## config.mk

```make
export PLATFORM = sky130hd
export DESIGN_NAME = rv_iommu_axi4_req_sched
export DESIGN_NICKNAME = d
export VERILOG_FILES = /design/src/rtl/rv_iommu_axi4_req_sched.sv
export SDC_FILE = /design/constraint.sdc
export NUM_CORES = 1
export LEC_CHECK = 0
export BUFFER_PORTS_ARGS = -buffer_cell sky130_fd_sc_hd__buf_2
export CAP_MARGIN = 20
export CORE_AREA = 2 2 134 136
export DETAILED_ROUTE_END_ITERATION = 16
export DIE_AREA = 0 0 136 138
export PLACE_DENSITY = 0.6
export SYNTH_ARGS = -nofsm -noshare
export SYNTH_HDL_FRONTEND = slang
export SYNTH_SLANG_ARGS = --single-unit
export TNS_END_PERCENT = 50
```

## constraint.sdc

```tcl
create_clock -name clk_i -period 5 [get_ports clk_i]
set_clock_uncertainty 0.05 [all_clocks]
set_input_delay 1 -clock clk_i [delete_from_list [all_inputs] [get_ports clk_i]]
set_output_delay 1 -clock clk_i [all_outputs]
set_load 0.05 [all_outputs]
```

## src/rtl/rv_iommu_axi4_req_sched.sv

```systemverilog
// IOMMU request scheduler: round-robin AR/AW arbitration into a single request
// register, 4-kiB boundary check hand-off, then routing to translation or error response.

package rv_iommu;
    localparam int unsigned XLEN = 64;
endpackage

package axi_pkg;
    typedef logic [1:0] burst_t;
    typedef logic [7:0] len_t;
    typedef logic [2:0] size_t;
endpackage

// state  | meaning
// IDLE   | waiting for AR/AW valid; grants one channel and captures the request
// CHECK  | request presented to the boundary checker for exactly one cycle
// XLATE  | legal request offered to the translation front end until xlat_done_i
// ERR    | faulting request offered to the error responder until err_ready_i
module rv_iommu_axi4_req_sched #(
    parameter int unsigned ID_WIDTH = 4,
    parameter int unsigned CNT_W    = 16
) (
    input  logic                          clk_i,
    input  logic                          rst_i,

    input  logic                          ar_valid_i,
    output logic                          ar_ready_o,
    input  logic [rv_iommu::XLEN-1:0]     ar_addr_i,
    input  axi_pkg::burst_t               ar_burst_i,
    input  axi_pkg::len_t                 ar_len_i,
    input  axi_pkg::size_t                ar_size_i,
    input  logic [ID_WIDTH-1:0]           ar_id_i,

    input  logic                          aw_valid_i,
    output logic                          aw_ready_o,
    input  logic [rv_iommu::XLEN-1:0]     aw_addr_i,
    input  axi_pkg::burst_t               aw_burst_i,
    input  axi_pkg::len_t                 aw_len_i,
    input  axi_pkg::size_t                aw_size_i,
    input  logic [ID_WIDTH-1:0]           aw_id_i,

    output logic                          bc_request_o,
    output logic [rv_iommu::XLEN-1:0]     bc_addr_o,
    output axi_pkg::burst_t               bc_burst_o,
    output axi_pkg::len_t                 bc_len_o,
    output axi_pkg::size_t                bc_size_o,
    input  logic                          bc_allow_i,
    input  logic                          bc_violation_i,

    output logic                          xlat_req_o,
    output logic                          xlat_rw_o,
    output logic [rv_iommu::XLEN-1:0]     xlat_addr_o,
    output logic [ID_WIDTH-1:0]           xlat_id_o,
    input  logic                          xlat_done_i,

    output logic                          err_valid_o,
    output logic                          err_rw_o,
    output logic [ID_WIDTH-1:0]           err_id_o,
    input  logic                          err_ready_i,

    output logic [CNT_W-1:0]              viol_cnt_o
);

    typedef enum logic [1:0] {
        S_IDLE,
        S_CHECK,
        S_XLATE,
        S_ERR
    } state_e;

    state_e                      state_q, state_d;
    logic                        last_w_q, last_w_d;
    logic [rv_iommu::XLEN-1:0]   addr_q, addr_d;
    axi_pkg::burst_t             burst_q, burst_d;
    axi_pkg::len_t               len_q, len_d;
    axi_pkg::size_t              size_q, size_d;
    logic [ID_WIDTH-1:0]         id_q, id_d;
    logic                        rw_q, rw_d;
    logic [CNT_W-1:0]            cnt_q, cnt_d;

    logic                        grant_w;
    logic                        grant_r;

    // On a tie the channel that was not granted last wins.
    always_comb begin
        grant_w = aw_valid_i & (~ar_valid_i | ~last_w_q);
        grant_r = ar_valid_i & ~grant_w;
    end

    always_comb begin
        state_d      = state_q;
        last_w_d     = last_w_q;
        addr_d       = addr_q;
        burst_d      = burst_q;
        len_d        = len_q;
        size_d       = size_q;
        id_d         = id_q;
        rw_d         = rw_q;
        cnt_d        = cnt_q;
        ar_ready_o   = 1'b0;
        aw_ready_o   = 1'b0;
        bc_request_o = 1'b0;
        xlat_req_o   = 1'b0;
        err_valid_o  = 1'b0;

        case (state_q)
            S_IDLE: begin
                // Never signal acceptance while the request register is being cleared.
                if (!rst_i && (grant_w || grant_r)) begin
                    ar_ready_o = grant_r;
                    aw_ready_o = grant_w;
                    last_w_d   = grant_w;
                    rw_d       = grant_w;
                    state_d    = S_CHECK;
                    if (grant_w) begin
                        addr_d  = aw_addr_i;
                        burst_d = aw_burst_i;
                        len_d   = aw_len_i;
                        size_d  = aw_size_i;
                        id_d    = aw_id_i;
                    end else begin
                        addr_d  = ar_addr_i;
                        burst_d = ar_burst_i;
                        len_d   = ar_len_i;
                        size_d  = ar_size_i;
                        id_d    = ar_id_i;
                    end
                end
            end

            S_CHECK: begin
                bc_request_o = 1'b1;
                // A checker asserting both verdicts is treated as legal.
                if (bc_allow_i) begin
                    state_d = S_XLATE;
                end else if (bc_violation_i) begin
                    state_d = S_ERR;
                    if (cnt_q != {CNT_W{1'b1}}) begin
                        cnt_d = cnt_q + {{(CNT_W-1){1'b0}}, 1'b1};
                    end
                end else begin
                    state_d = S_ERR;
                end
            end

            S_XLATE: begin
                xlat_req_o = 1'b1;
                if (xlat_done_i) begin
                    state_d = S_IDLE;
                end
            end

            S_ERR: begin
                err_valid_o = 1'b1;
                if (err_ready_i) begin
                    state_d = S_IDLE;
                end
            end

            default: begin
                state_d = S_IDLE;
            end
        endcase
    end

    always_ff @(posedge clk_i) begin
        if (rst_i) begin
            state_q  <= S_IDLE;
            last_w_q <= 1'b1;
            addr_q   <= '0;
            burst_q  <= '0;
            len_q    <= '0;
            size_q   <= '0;
            id_q     <= '0;
            rw_q     <= 1'b0;
            cnt_q    <= '0;
        end else begin
            state_q  <= state_d;
            last_w_q <= last_w_d;
            addr_q   <= addr_d;
            burst_q  <= burst_d;
            len_q    <= len_d;
            size_q   <= size_d;
            id_q     <= id_d;
            rw_q     <= rw_d;
            cnt_q    <= cnt_d;
        end
    end

    assign bc_addr_o   = addr_q;
    assign bc_burst_o  = burst_q;
    assign bc_len_o    = len_q;
    assign bc_size_o   = size_q;

    assign xlat_rw_o   = rw_q;
    assign xlat_addr_o = addr_q;
    assign xlat_id_o   = id_q;

    assign err_rw_o    = rw_q;
    assign err_id_o    = id_q;

    assign viol_cnt_o  = cnt_q;

endmodule

```

Word-level counts from Yosys, hierarchy flattened
Index checks and enable logic that the tools add are counted.

Bitwise logic cells: 7. Mux-type cells: 17. $add $sub $neg: 1. Equality and inequality tests: 7. Reduce and logical (&&, ||, !) cells: 7.

Operators with widths (count): $mux 64 (1); $add 16x1->16 const B (1); $ne 16x16->1 const B (1); $mux 1 (8); $mux 2 (4); $mux 8 (1); $pmux 2 s4 (1); $ne 2x2->1 const B (3); $eq 2x2->1 const B (2); $mux 4 (1); $not 1->1 (4); $reduce_and 4->1 (1); $mux 3 (1); $reduce_and 3->1 (1); $and 1x1->1 (2); $eq 2x1->1 const B (1); $logic_not 2->1 (1); $reduce_and 2->1 (1); $logic_and 1x1->1 (1); $logic_not 1->1 (1); $logic_or 1x1->1 (1); $or 1x1->1 (1).

Input port bits: 170. Output and inout bits: 172. Flip-flop bits (word level): 101.

Depth between registers and ports, before layout
Word-level depth: 9. Mapped depth: 7. Depth with buffers taken out: 5.

Worst setup path before layout
No wires, ideal clock.

Path kind: input-to-output. Start point: input rst_i. End point: output aw_ready_o. Path buffers: 2. Path slack: 1677 ps. Stages: 5. Arrival time: 2273 ps. Data required time: 3950 ps. Path through: nor3_1 -> o21ai_1 -> buf_2 -> buf_2 -> nor2_1.

Cells in the longest elaborated chain, start to end: 4.

Ends and longest elaborated chain: start: declaration (RTL line 24) `input logic rst_i,`; $logic_not 1->1 (RTL line 109) `if (!rst_i && (grant_w || grant_r)) begin`; $logic_and 1x1->1 (RTL line 109); $mux 1 (RTL line 109); $mux 1 (RTL line 106) `case (state_q)`; end: declaration (RTL line 35) `output logic aw_ready_o,`.

Every way passes these cells.

Worst setup path in the final report
Same ends and word-level chain as after synthesis.

==> results by group <==
Outcome
  – Status: complete, no violations

Power and ir drop
  – Pwr dens: between 300 and 400 nW/um^2
  – Combinational share of power: 36.2%
  – Sequential fraction of design power: a little under two fifths
  – Clk pwr share: 26.8%
  – Cell-internal power: 0.00150 W
  – Switch share: 41.4%
  – Net Switching: 0.00106 W
  – Max VDD drop: about 0.18 mV
  – Leak: 3.29 nW

Placement
  – DP Worst Slack: 1770 ps
  – Detail Placement HPWL: 10,700 um
  – Count of buffers from port buffering: 341
  – Final Wtd Congestion: 0.753

Logic synthesis
  – Post-synth top area share: 38.9%
  – Ys async rst share: 0%
  – Synth area leader: dfxtp_1
  – Syn_nets: 729
  – Register area share after synthesis: 38.9%
  – Count leader, synth: dfxtp_1
  – Main flop type after synthesis: dfxtp_1
  – Post-synthesis register bit count: 101
  – Mapped cell area: 5200 sq um
  – Post-Syn Instances: 558
  – Distinct cells, synth: 38
  – Dominant cells by area after synthesis: dfxtp_1 39%, mux2i_1 16%, nand3b_1 12%
  – Post-synth top cells: 101 x dfxtp_1, 82 x mux2i_1, 82 x nand3b_1
  – Mean area per synthesized cell: 9.31 sq um
  – EDFF count, synth: 0
  – YS warnings: 0

Clocking
  – Skew-Pair Late Insertion Delay: approximately 340 ps
  – Postcts setup bufs: 0
  – # resized after CTS: 0
  – TritonCTS clock tree: yes
  – Root buffer cell: clkbuf_16
  – H-Tree Depth: 3
  – Hold_buf cts: 0
  – Worst-case clock buffer depth: 2
  – Worst-path clk slew: approximately 70 ps
  – CTS buffer count: 9
  – Clk sinks: about 100

Route
  – DR WL/cell: about 14 um
  – Drt total wl: 14,600 um
  – Remaining antenna violation count after routing: 0
  – Vias/cell: 4.66
  – Initial DRC count: 127
  – Total iterations of the first detailed-routing run: 4
  – Via count: 4,846
  – Residual DRC: 0

Floorplanning
  – DIE HEIGHT: 138 um
  – I/O pin count: 342
  – Die X: between 100 and 150 um
  – Row count: between 40 and 50
  – Initial Util: 29.6%
  – Die ar.: 18,800 sq um
  – Core area: 17,500 sq um

Timing
  – Final Max Tran Viols: 0
  – Final period utilization: 60.4%
  – Minimum clock period: ~3000 ps
  – RSZ-0062 raised after global routing: false
  – Rel. slew slack: between 40% and 50%
  – Final TNS setup: 0 ps
  – Final setup fails: 0
  – Setup WS post-layout: 1980 ps
  – Fin. Hold Viols: 0
  – Peak Freq: 0.331 GHz
  – Worst-margin pin slew: 879 ps

Layout
  – Final net count: 978
  – Fill count: about 1,800
  – Area grow syn2layout: 31.9%
  – Share of layout cells above drive strength 1: a little under half

Global route
  – Vias in the first global route: 4,442
  – Initial antenna violation count: 2
  – Largest net degree at the start of global routing: 103
  – First-pass GRT wire length: 22,000 um
  – Gr usage total: 14.5%
  – GRT Residual Overflow: 0

Critical path
  – CP Launch Type: input port
  – Crit path kind: input port to output pin
  – Worst Path Max Fanout: 3
  – CP Capture Type: output pin
  – Worst EP arrival: 1970 ps
  – Critical Path RT: 3950 ps

Flow run
  – Max Cap Viol: 0

Hold path
  – Worst min path class: flip-flop to flip-flop
state kept, by name, summed over array words and instances, names as in the netlist:
| signal | count |
|---|---|
| bc_addr_o | 64 |
| last_w_q | 1 |
| bc_size_o | 3 |
| bc_len_o | 8 |
| bc_burst_o | 2 |
| state_q | 2 |
| viol_cnt_o | 16 |
| err_id_o | 4 |
| err_rw_o | 1 |
kinds of logic after synthesis:
kind of cell	Yosys count	share of synthesized area (%)
AND/OR/NAND/NOR	137	18.8
AO/OA/AOI/OAI	121	12.5
buffers and inverters	116	13.8
flip-flops	101	38.9
multiplexers	82	15.8
adder cells (fa/ha/maj)	1	0.241
worst max-delay path: stages:
cell,delay [ps]
buf_2,100
nor3_1,310
o21ai_4,120
nor2_1,140
buf_2,290
final timing paths:
check | cells past startpoint | startpoint | slack, ps | endpoint
worst min register to register | 2 | bc_size_o[2] | 430 | bc_size_o[2]
worst max register to register | 5 | last_w_q | 2680 | bc_addr_o[8]
worst min-delay path | 2 | bc_size_o[2] | 430 | bc_size_o[2]
worst max-delay path | 5 | rst_i | 1980 | aw_ready_o
through the flow:
step | instance area, sq um | total power (W) | instances | utilization [%] | hold slack (ps)
6_report | 6850 | 0.00256 | 1040 | 39.1 | 431
5_1_grt | 6850 | 0.00268 | 1039 | 39.1 | 453
4_1_cts | 6850 | 0.00260 | 1039 | 39.1 | 432
3_5_place_dp | 6570 | 0.00190 | 1025 | 37.5 | 419
3_3_place_gp | 6560 | 0.00190 | 1024 | 37.4 | 417
2_1_floorplan | 5200 | 0.00174 | 558 | - | 386
layout make-up:
type                    count  area, sq um  area share (%)
diodes                      1         2.50          0.0365
flip-flops and latches    101         2020            29.5
multi-input cells         341         2480            36.2
well taps                 229          287            4.18
inverters                   6         22.5           0.329
repair buffers            348         1760            25.7
clock buffers              10          229            3.34
clock inverters             4         51.3           0.748
power groups by stage:
stage | clock (W) | sequential [W] | combinational (W)
detailed placement | 0 | 0.000966 | 0.000933
CTS | 0.000720 | 0.000949 | 0.000934
finish | 0.000687 | 0.000947 | 0.000928
global placement | 0 | 0.000965 | 0.000930
floorplan | 0 | 0.00123 | 0.000508
global route | 0.000749 | 0.000958 | 0.000974
layout by cell type, fill, tap and decap left out, types with 8 or more instances in the layout:
cell / instances
a21oi_1: 15
buf_2: 341
clkbuf_16: 9
dfxtp_1: 101
mux2i_1: 82
nand3b_1: 82
o21ai_0: 71
o21ai_1: 18
o31ai_1: 8
or4_1: 8
per-layer routing:
| layer | global-route usage (%) | up-vias | routed length (um) | share of wire [%] |
|---|---|---|---|---|
| li1 | - | 2442 | - | - |
| met1 | 17.1 | 2202 | 6270 | 43 |
| met2 | 25.3 | 189 | 7050 | 48 |
| met3 | 4.95 | 11 | 1140 | 7.8 |
| met4 | 3.13 | 2 | 123 | 0.84 |
| met5 | 0 | - | 7 | 0.048 |
Note: power is estimated with default switching activity, not from simulation.
